==> config.mk <==
export PLATFORM = sky130hd
export DESIGN_NAME = pc_unit
export DESIGN_NICKNAME = d
export VERILOG_FILES = /design/src/rtl/pc_pkg.sv /design/src/rtl/pc_ras.sv /design/src/rtl/pc_unit.sv
export SDC_FILE = /design/constraint.sdc
export NUM_CORES = 1
export LEC_CHECK = 0
export BUFFER_PORTS_ARGS = -buffer_cell sky130_fd_sc_hd__buf_2
export CORE_UTILIZATION = 57
export CTS_CLUSTER_DIAMETER = 60
export DETAILED_ROUTE_END_ITERATION = 16
export GPL_TIMING_DRIVEN = 1
export HOLD_SLACK_MARGIN = 0.03
export PLACE_DENSITY = 0.79
export SKIP_LAST_GASP = 1
export SYNTH_ARGS = -nofsm -noshare
export SYNTH_HDL_FRONTEND = slang
export SYNTH_SLANG_ARGS = --single-unit
export TNS_END_PERCENT = 20
==> constraint.sdc <==
create_clock -name clk -period 3 [get_ports clk]
set_input_delay 0.75 -clock clk [delete_from_list [all_inputs] [get_ports clk]]
set_output_delay 0.75 -clock clk [all_outputs]
set_load 0.01 [all_outputs]
==> src/rtl/pc_pkg.sv <==
// Shared types and helpers for the fetch-stage program-counter unit.
package pc_pkg;

  // Two-state run/halt controller.
  typedef enum logic {
    PC_RUN    = 1'b0,
    PC_HALTED = 1'b1
  } pc_state_e;

  // Select for the next-PC multiplexer.
  typedef logic [2:0] pc_src_t;
  localparam pc_src_t SRC_HOLD = 3'd0;
  localparam pc_src_t SRC_INC  = 3'd1;
  localparam pc_src_t SRC_BR   = 3'd2;
  localparam pc_src_t SRC_JMP  = 3'd3;
  localparam pc_src_t SRC_RET  = 3'd4;

  // Index width for a stack of the given depth (at least one bit).
  function automatic int unsigned ras_ptr_w(input int unsigned depth);
    return (depth > 1) ? $clog2(depth) : 1;
  endfunction

endpackage

==> src/rtl/pc_ras.sv <==
// Return-address stack: small LIFO with full/empty flags and
// single-cycle overflow/underflow pulses for the owner to latch.
module pc_ras
  import pc_pkg::*;
#(
  parameter int unsigned ADDR_W    = 10,
  parameter int unsigned RAS_DEPTH = 4
) (
  input  logic              clk,
  input  logic              reset,
  input  logic              push_i,
  input  logic              pop_i,
  input  logic [ADDR_W-1:0] push_data_i,
  output logic [ADDR_W-1:0] top_o,
  output logic              full_o,
  output logic              empty_o,
  output logic              overflow_o,
  output logic              underflow_o
);

  localparam int unsigned PTR_W = ras_ptr_w(RAS_DEPTH);
  localparam int unsigned CNT_W = PTR_W + 1;

  logic [ADDR_W-1:0] mem_q [RAS_DEPTH];
  logic [CNT_W-1:0]  count_q, count_d;
  logic [PTR_W-1:0]  top_idx;
  logic              do_push, do_pop;

  assign full_o  = (count_q == CNT_W'(RAS_DEPTH));
  assign empty_o = (count_q == '0);
  assign top_idx = PTR_W'(count_q - 1'b1);
  assign top_o   = mem_q[top_idx];

  // Pop wins if both are requested; a refused push/pop only raises a pulse.
  assign do_pop      = pop_i && !empty_o;
  assign do_push     = push_i && !pop_i && !full_o;
  assign overflow_o  = push_i && !pop_i && full_o;
  assign underflow_o = pop_i && empty_o;

  // Occupancy count next-state.
  always_comb begin
    // NOTE: give every combinationally driven signal a default first so no path leaves it unassigned (that would infer a latch).
    count_d = count_q;
    if (do_pop)       count_d = count_q - 1'b1;
    else if (do_push) count_d = count_q + 1'b1;
  end

  // Occupancy count register.
  always_ff @(posedge clk) begin
    // NOTE: sequential state uses non-blocking assignment so every flop samples pre-edge values.
    if (reset) count_q <= '0;
    else       count_q <= count_d;
  end

  // Entry storage, written at the current count position on push.
  always_ff @(posedge clk) begin
    // NOTE: storage is deliberately not reset; the count alone decides which entries are valid.
    if (do_push) mem_q[count_q[PTR_W-1:0]] <= push_data_i;
  end

endmodule

==> src/rtl/pc_unit.sv <==
// Fetch-stage program counter: increment, jump, relative branch,
// call/return through a return-address stack, stall and halt/resume.
module pc_unit
  import pc_pkg::*;
#(
  parameter int unsigned       ADDR_W     = 10,
  parameter int unsigned       RAS_DEPTH  = 4,
  parameter logic [ADDR_W-1:0] RESET_ADDR = '0,
  parameter logic [ADDR_W-1:0] STEP       = ADDR_W'(1)
) (
  input  logic              clk,
  input  logic              reset,
  input  logic              stall,
  input  logic              halt_req,
  input  logic              resume,
  input  logic              jmp_en,
  input  logic [ADDR_W-1:0] jmp_addr,
  input  logic              br_en,
  input  logic [ADDR_W-1:0] br_off,
  input  logic              call_en,
  input  logic              ret_en,
  output logic [ADDR_W-1:0] pc_out,
  output logic              halted,
  output logic              ras_empty,
  output logic              ras_full,
  output logic              ras_err
);

  pc_state_e         state_q, state_d;
  pc_src_t           src;
  logic [ADDR_W-1:0] pc_q, pc_d, pc_inc, ras_top;
  logic              ras_push, ras_pop, ras_ovf, ras_unf;
  logic              ras_err_q, ras_err_d;
  logic              active;

  assign pc_inc = pc_q + STEP;
  // Control inputs only act in RUN with no halt request and no stall.
  assign active = (state_q == PC_RUN) && !halt_req && !stall;

  pc_ras #(
    .ADDR_W   (ADDR_W),
    .RAS_DEPTH(RAS_DEPTH)
  ) u_ras (
    .clk        (clk),
    .reset      (reset),
    .push_i     (ras_push),
    .pop_i      (ras_pop),
    .push_data_i(pc_inc),
    .top_o      (ras_top),
    .full_o     (ras_full),
    .empty_o    (ras_empty),
    .overflow_o (ras_ovf),
    .underflow_o(ras_unf)
  );

  // Run/halt state register.
  always_ff @(posedge clk) begin
    if (reset) state_q <= PC_RUN;
    else       state_q <= state_d;
  end

  // Run/halt next state; a pending halt request beats resume.
  always_comb begin
    state_d = state_q;
    unique case (state_q)
      PC_RUN:    if (halt_req) state_d = PC_HALTED;
      PC_HALTED: if (resume && !halt_req) state_d = PC_RUN;
      default:   state_d = PC_RUN;
    endcase
  end

  // Control decode: priority ret > call > jmp > br > increment.
  always_comb begin
    src      = SRC_HOLD;
    ras_push = 1'b0;
    ras_pop  = 1'b0;
    if (active) begin
      if (ret_en) begin
        ras_pop = 1'b1;
        src     = ras_empty ? SRC_INC : SRC_RET;
      end else if (call_en) begin
        ras_push = 1'b1;
        src      = SRC_JMP;
      end else if (jmp_en) begin
        src = SRC_JMP;
      end else if (br_en) begin
        src = SRC_BR;
      end else begin
        src = SRC_INC;
      end
    end
  end

  // Next-PC multiplexer; all sums wrap modulo 2^ADDR_W.
  always_comb begin
    unique case (src)
      SRC_INC: pc_d = pc_inc;
      SRC_BR:  pc_d = pc_q + br_off;
      SRC_JMP: pc_d = jmp_addr;
      SRC_RET: pc_d = ras_top;
      default: pc_d = pc_q;
    endcase
  end

  assign ras_err_d = ras_err_q || ras_ovf || ras_unf;

  // PC and sticky stack-error registers.
  always_ff @(posedge clk) begin
    if (reset) begin
      pc_q      <= RESET_ADDR;
      ras_err_q <= 1'b0;
    end else begin
      pc_q      <= pc_d;
      ras_err_q <= ras_err_d;
    end
  end

  assign pc_out  = pc_q;
  assign halted  = (state_q == PC_HALTED);
  assign ras_err = ras_err_q;

endmodule

==> results of run 1 <==
==> stage by stage <==
stage | cells | setup slack [ps] | power (W) | hold WS [ps] | utilization, %
global route | 365 | 526 | 0.00152 | 543 | 66.0
floorplan | 252 | 527 | 0.000996 | 505 | -
finish | 365 | 630 | 0.00145 | 477 | 66.0
global placement | 357 | 366 | 0.00106 | 447 | 64.2
detailed placement | 357 | 293 | 0.00107 | 461 | 64.2
CTS | 365 | 622 | 0.00146 | 484 | 66.0
==> cell usage after synthesis, types with 4 or more instances <==
master / number / share of area (%)
a21o_1: 4 / 1.0
a21oi_1: 9 / 1.5
a221o_1: 6 / 2.0
a221oi_1: 7 / 2.0
a31oi_1: 6 / 1.2
and2_1: 6 / 1.2
and3_1: 6 / 1.2
clkbuf_1: 5 / 0.62
dfxtp_1: 15 / 10
edfxtp_1: 40 / 40
ha_1: 15 / 6.2
inv_1: 9 / 1.1
mux4_2: 10 / 7.5
nand2_1: 14 / 1.7
nand3_1: 9 / 1.5
nor2_1: 18 / 2.2
nor3_1: 6 / 1.0
o21ai_0: 11 / 1.8
xnor2_1: 9 / 2.6
xor2_1: 7 / 2.0
==> registers in the layout, indices dropped and copies added, names as in the netlist <==
signal and flops:
u_ras.mem_q 40, pc_out 10, u_ras.count_q 3, halted 1
ras_err 1
==> worst register-to-register path: cells and delay by family, from the launching register on <==
family | cells | cell delay, ps
flops | 1 | 360
simple gates | 3 | 1490
==> per-layer routing <==
| layer | routed length (um) | global-route usage (%) |
|---|---|---|
| met5 | 0 | 0 |
| met4 | 98 | 9.43 |
| met3 | 245 | 3.21 |
| met2 | 3010 | 38.5 |
| met1 | 2940 | 34.5 |
==> worst paths after layout <==
kind                            from                          end  slack [ps]  depth (start not counted)
setup reg to reg   halted$_SDFF_PP0_  u_ras.mem_q[1][7]$_DFFE_PP_         800                          3
hold / removal    ras_err$_SDFF_PP0_           ras_err$_SDFF_PP0_         480                          2
hold reg to reg   ras_err$_SDFF_PP0_           ras_err$_SDFF_PP0_         480                          2
setup / recovery            halt_req  u_ras.mem_q[1][7]$_DFFE_PP_         630                          4
==> power by group through the flow <==
stage	registers [W]	clock network, W	logic, W
6_report	0.000847	0.000402	0.000204
5_1_grt	0.000850	0.000440	0.000226
4_1_cts	0.000847	0.000411	0.000203
3_5_place_dp	0.000864	0	0.000201
3_3_place_gp	0.000864	0	0.000198
2_1_floorplan	0.000863	0	0.000133
==> area by class of cell <==
| cell class | count | area share [%] |
|---|---|---|
| clock inverter | 3 | 0.594 |
| inverter | 9 | 1.00 |
| clock buffer | 5 | 2.04 |
| timing repair buffer | 45 | 6.91 |
| multi-input combinational | 178 | 42.3 |
| sequential | 55 | 44.6 |
| tap | 70 | 2.60 |
==> kinds of logic (layout without fill, tap and decap cells) <==
group	Yosys count	count (layout)	synth area share, %
muxes	11	11	7.86
buffers and inverters	19	62	2.78
adders and majority gates	16	16	6.90
and+or+nand+nor	76	76	13.8
DFF	55	55	49.9
xor gates and xnor gates	16	16	4.66
AOI/OAI and AO/OA	59	59	14.1
==> flow_summary.toml, run 1 <==
[grt]
groute.usage.overall_pct = 24.3
grt_pass1_vias = 1993
overflow = 0
grt_pass1_wl_um = 9830
grt_max_degree = 18
antenna_found_initial = 0

[synth]
synth_nets = 297
ys_seq_area_share_pct = 49.9
ys_warn_count = 0
yosys.cell_types.count = 49
async_reset_ff_share_pct = 0
synth-edff-count = 40
syn_avg_cell_area_um2 = 11.9
synth_area_um2 = 3010
ys_ff_latch = 55
synth_cells = 252
synth_top_flop_cell = "edfxtp_1"

[route]
vias = 2202
drt-wirelength-per-cell_um = 17.2
drc = 0
drtAntennaViolNets = 0
first_pass_iters = 4
drt_wl_total_um = 6280
drt_iter0_drc = 146
vias_per_cell = 6.03

[sta]
tightest_slew_ps = 518
fmax_ghz = 0.422
tns_ps = 0
period_minus_slack_ps = 2370
final_hold_viol_count = 0
finalCritPeriodShare_pct = 79.0
setup_viol = 0
report.final.slew_viol_count = 0
rsz0062_at_grt = "no"
slew_headroom_pct = 65.2
clock_skew_ps = 7.52

[finish]
layout_common_cells = "buf_2 (42), edfxtp_1 (40), nor2_1 (18), ha_1 (15), dfxtp_1 (15)"
multi_input_area_um2 = 1430
area_delta_synth_final_pct = 11.9
stdcell_area_um2 = 3370
final_common_cell = "buf_2"
fin_nets = 339
ff_latch_area_um2 = 1500
fill_cells = 394
antenna_cells = 0
drive_above_1_share_pct = 23.4

[placed_design]
hpwl_um = 4860
gp_congestion = 0.824
io_buffers = 42
placed_area_um2 = 3280

[worst_setup_path]
crit_family = "simple AND/OR/NAND/NOR gates"
start_kind = "input port"
required_ps = 2960
crit_path_cell_trace = "buf_2 -> or3_1 -> nor3b_2 -> and2_1"
critical_path_arrival_ps = 2330
cp-end-kind = "register"
critPathMaxFanout = 10
crit_path_top_delay_cell = "or3_1"
critical_path_class = "input port to register"
crit_buf_inv = 1
max_stage_delay_ps = 550

[clocking]
cts_setup_buffers = 0
clockBufferDepth = 2
cts_tree = "built"
clk_latency_ps = 310
cts.hold.buffers_added = 0
htreeDepth = 2
cts-root-buf = "clkbuf_8"
cts_resized = 0
cts_buffers = 5
path_clk_slew_ps = 100
clock-sinks = 55

[flow_run]
max-cap-violations = 0

[power]
p_clk_share_pct = 27.7
seqPwrFrac_pct = 58.3
p_per_area_nw_per_um2 = 431
peakVddDrop_mv = 0.272
p_switching_w = 0.000373
swShare_pct = 25.7
power.leakage_nw = 1.30
p_int_w = 0.00108
combPwrFrac_pct = 14.0

[floorplan]
ios = 43
dieArea_um2 = 5580
die_x_um = 74.7
core-area_um2 = 5110
initial_core_util_pct = 58.9
dieHeight_um = 74.7
row_count = 26

[outcome]
status = "finished clean"

[worst_hold_path]
hp-class = "register to register"
No activity file was read; power rests on OpenSTA's default activity.
==> inputs of run 2 (changes only) <==
==> constraint.sdc (replaced) <==
create_clock -name clk -period 2.24 [get_ports clk]
set_input_delay 0.56 -clock clk [delete_from_list [all_inputs] [get_ports clk]]
set_output_delay 0.56 -clock clk [all_outputs]
set_load 0.01 [all_outputs]
==> run 2 against run 1 <==
Sequential cell count stayed put. Final cell count is 6.8% higher. Wire length is 6.3% higher. First-iteration DRC count is 24% higher. Highest routed layer unchanged. Critical path depth is 2 higher. Combinational power is 50% higher.
==> flow_summary.toml, run 2 (same netlist as run 1, synthesis figures left out) <==
[outcome]
status = "finished clean"

[sta]
fmax_ghz = 0.475
period_minus_slack_ps = 2110
report.final.slew_viol_count = 0
rsz0062_at_grt = "no"
clock_skew_ps = 14.6
slew_headroom_pct = 67.3
tightest_slew_ps = 487
worst_slack_ps = 135
final_hold_viol_count = 0
finalCritPeriodShare_pct = 94.0
setup_viol = 0

[clocking]
cts_resized = 0
clock-sinks = 55
cts_buffers = 5
path_clk_slew_ps = 100
cts_tree = "built"
cts_setup_buffers = 0
cts-root-buf = "clkbuf_8"
htreeDepth = 2
cts.hold.buffers_added = 0
clk_latency_ps = 320
clockBufferDepth = 2

[finish]
area_delta_synth_final_pct = 19.0
ff_latch_area_um2 = 1500
drive_above_1_share_pct = 29.7
multi_input_area_um2 = 1430
fin_nets = 364
final_common_cell = "buf_2"
final_util_pct = 70.1
fill_cells = 376
largest_reg_flops = 40
layout_common_cells = "buf_2 (42), edfxtp_1 (40), buf_4 (27), nor2_1 (18)"
antenna_cells = 0

[floorplan]
die_x_um = 74.7
core-area_um2 = 5110
ios = 43
dieHeight_um = 74.7
initial_core_util_pct = 58.9
row_count = 26
dieArea_um2 = 5580

[grt]
antenna_found_initial = 0
groute.usage.overall_pct = 25.9
overflow = 0
grt_pass1_vias = 2185
grt_pass1_wl_um = 10500
grt_max_degree = 21

[route]
first_pass_iters = 5
drt-wirelength-per-cell_um = 17.1
drtAntennaViolNets = 0
drt_iter0_drc = 181
drc = 0
vias_per_cell = 6.02
vias = 2348
drt_wl_total_um = 6680

[placed_design]
gp_congestion = 0.847
hpwl_um = 5100
dp_slack_ps = -123
io_buffers = 42

[flow_run]
max-cap-violations = 0

[worst_setup_path]
critical_path_class = "register to register"
critPathMaxFanout = 9
start_kind = "register"
critical_path_arrival_ps = 2310
required_ps = 2440
cp-end-kind = "register"

[power]
p_switching_w = 0.000552
p_per_area_nw_per_um2 = 569
p_clk_share_pct = 29.7
swShare_pct = 27.1
seqPwrFrac_pct = 55.3
power.leakage_nw = 1.44
peakVddDrop_mv = 0.485
p_int_w = 0.00149
combPwrFrac_pct = 15.0

[worst_hold_path]
hp-class = "register to register"
## run 2: cell count changes in the layout (fill, tap and decap cells not counted), sizes merged
cell | previous run | this run
clkinvlp | 1 | 0
inv | 9 | 11
clkinv | 2 | 1
buf | 45 | 70
## run 2: critical path, stage by stage, from the launching register on
cell	delay [ps]
dfxtp_1	370
inv_1	110
ha_1	530
mux4_2	360
a221oi_1	370
o32a_1	200
a31oi_1	70
## run 2: per-stage QoR
stage / instance area, um2 / power, W / cells / TNS [ps] / hold slack [ps]
detailed placement: 3480 / 0.00145 / 382 / -345 / 452
floorplan: 3010 / 0.00133 / 252 / 0 / 505
global route: 3580 / 0.00212 / 390 / 0 / 547
CTS: 3580 / 0.00204 / 390 / 0 / 477
global placement: 3480 / 0.00145 / 382 / -176 / 451
finish: 3580 / 0.00204 / 390 / 0 / 472
## run 2: power groups by stage
stage               registers [W]  logic [W]  clock network [W]
finish                    0.00113   0.000306           0.000605
global route              0.00113   0.000336           0.000653
CTS                       0.00113   0.000304           0.000614
detailed placement        0.00115   0.000302                  0
global placement          0.00115   0.000296                  0
floorplan                 0.00116   0.000178                  0
## run 2: final cells by class
cell class                 instances  share of cell area, %
tap                               70                   2.45
inverter                           9                  0.943
clock buffer                       5                   1.92
clock inverter                     3                  0.874
timing repair buffer              70                   12.1
sequential                        55                   41.9
multi-input combinational        178                   39.8
## run 2: routing by layer
metal	track usage, %	wire length (um)
met3	3.48	359
met5	0	0
met1	34.3	2890
met4	10.1	184
met2	43.7	3250
## run 2: final timing paths
kind	startpoint	to	slack, ps	depth (start not counted)
worst max-delay path	u_ras.count_q[1]$_SDFFE_PP0P_	pc_out[9]$_SDFFE_PP0P_	130	6
worst min-delay path	ras_err$_SDFF_PP0_	ras_err$_SDFF_PP0_	470	2
worst max register to register	u_ras.count_q[1]$_SDFFE_PP0P_	pc_out[9]$_SDFFE_PP0P_	130	6
worst min register to register	ras_err$_SDFF_PP0_	ras_err$_SDFF_PP0_	470	2
==> inputs of run 3 (changes only) <==
--- a/config.mk
+++ b/config.mk
@@ -12,6 +12,7 @@
 export GPL_TIMING_DRIVEN = 1
 export HOLD_SLACK_MARGIN = 0.03
 export PLACE_DENSITY = 0.79
+export RECOVER_POWER = 50
 export SKIP_LAST_GASP = 1
 export SYNTH_ARGS = -nofsm -noshare
 export SYNTH_HDL_FRONTEND = slang
==> constraint.sdc (replaced) <==
create_clock -name clk -period 2.24 [get_ports clk]
set_input_delay 0.336 -clock clk [delete_from_list [all_inputs] [get_ports clk]]
set_output_delay 0.336 -clock clk [all_outputs]
set_load 0.01 [all_outputs]
==> run 3 against run 2 <==
Clock power grew 9.3%. Power grew 2.1%. Sequential share of layout area grew 0.75 points. Critical path type unchanged. Largest power group unchanged.
==> flow_summary.toml, run 3 (same netlist as run 1, synthesis figures left out) <==
[floorplan]
dieHeight_um = 74.7
ios = 43
dieArea_um2 = 5580
row_count = 26
die_x_um = 74.7
core-area_um2 = 5110
initial_core_util_pct = 58.9

[sta]
slew_headroom_pct = 56.8
tightest_slew_ps = 648
worst_slack_ps = 152
rsz0062_at_grt = "no"
report.final.slew_viol_count = 0
fmax_ghz = 0.479
final_hold_viol_count = 0
tns_ps = 0
finalCritPeriodShare_pct = 93.2
hold_slack_ps = 278
clock_skew_ps = 9.73
setup_viol = 0
period_minus_slack_ps = 2090

[grt]
grt_max_degree = 18
antenna_found_initial = 0
groute.usage.overall_pct = 25.6
grt_pass1_wl_um = 10300
overflow = 0
grt_pass1_vias = 2198

[worst_setup_path]
endpoint = "pc_out[8]$_SDFFE_PP0P_"
reg2reg_from = "pc_out[1]$_SDFFE_PP0P_"
start_kind = "register"
cp-end-kind = "register"
cp.depth = 6
critPathLaunch = "pc_out[1]$_SDFFE_PP0P_"
crit_path_top_delay_cell = "or4_1"
r2r.worst_path.cells = 6
critical_path_arrival_ps = 2290
critPathMaxFanout = 8
crit_family = "simple AND/OR/NAND/NOR gates"
crit_path_cell_trace = "ha_1 -> nand3_1 -> or4_1 -> nand2b_1 -> a21o_1 -> o211a_1"
max_stage_delay_ps = 560
reg2reg_to = "pc_out[8]$_SDFFE_PP0P_"
rrSetupSlack_ps = 150
crit_buf_inv = 0
required_ps = 2440
critical_path_class = "register to register"

[placed_design]
dp_slack_ps = 67.8
io_buffers = 42
placed_area_um2 = 3430
hpwl_um = 5120
gp_congestion = 0.874

[route]
drt-wirelength-per-cell_um = 17.8
drt_wl_total_um = 6810
drt_iter0_drc = 168
first_pass_iters = 4
drc = 0
vias_per_cell = 6.03
drtAntennaViolNets = 0
vias = 2305

[finish]
area_delta_synth_final_pct = 16.9
antenna_cells = 0
final_common_cell = "edfxtp_1"
drive_above_1_share_pct = 23.4
layout_common_cells = "edfxtp_1 (40), buf_2 (33), nor2_1 (18), ha_1 (15), dfxtp_1 (15)"
fin_nets = 356
stdcell_area_um2 = 3520
largest_reg_flops = 40

[power]
peakVddDrop_mv = 0.357
power.leakage_nw = 1.36
p_total_w = 0.00208
p_per_area_nw_per_um2 = 592

[worst_hold_path]
hp-class = "input port to register"

[clocking]
clk_latency_ps = 310
cts_resized = 0
htreeDepth = 2
cts.hold.buffers_added = 0
cts_buffers = 5
path_clk_slew_ps = 100
clockBufferDepth = 2
cts_setup_buffers = 0
cts_tree = "built"
cts-root-buf = "clkbuf_8"
clock-sinks = 55

[outcome]
status = "finished clean"

[flow_run]
max-cap-violations = 0
==> run 3: how the worst min path moves through the flow <==
| stage | from | to | slack (ps) | cells past startpoint |
|---|---|---|---|---|
| after CTS | halt_req | halted$_SDFF_PP0_ | 270 | 3 |
| after floorplan | halt_req | halted$_SDFF_PP0_ | 450 | 2 |
| after global routing | halt_req | halted$_SDFF_PP0_ | 290 | 3 |
| final | halt_req | halted$_SDFF_PP0_ | 280 | 3 |
| after global placement | ras_err$_SDFF_PP0_ | ras_err$_SDFF_PP0_ | 450 | 2 |
| after detailed placement | ras_err$_SDFF_PP0_ | ras_err$_SDFF_PP0_ | 450 | 2 |
==> run 3: cell type report <==
type,instances,area (um2)
clock inverter,2,38.8
tap,70,87.6
multi-input combinational,178,1430
sequential,55,1500
timing repair buffer,62,359
fill,391,1590
clock buffer,6,72.6
inverter,9,33.8
==> run 3: through the flow <==
step	cells	utilization (%)
floorplan	252	-
global placement	374	67.2
detailed placement	374	67.2
CTS	382	69.4
global route	382	68.9
finish	382	68.9
==> run 3: power by group <==
| group | switching (W) | total (W) | internal (W) |
|---|---|---|---|
| logic | 0.000168 | 0.000294 | 0.000126 |
| clock network | 0.000322 | 0.000661 | 0.000338 |
| registers | 0.0000177 | 0.00113 | 0.00111 |
| total | 0.000508 | 0.00208 | 0.00157 |
==> run 3: tightest hold or removal path: cells and delay by family <==
family | cells | cell delay, ps
buf+inv | 1 | 100
compound gates | 1 | 40
simple gates | 1 | 70
==> run 3: metal layers <==
metal	GRT usage [%]	share of wire, %	routed length [um]	up-vias
li1	-	-	-	1097
met1	31.5	43	2900	1127
met2	44.6	51	3490	69
met3	4.82	4.4	297	12
met4	10.7	1.8	123	0
met5	0	0	0	-
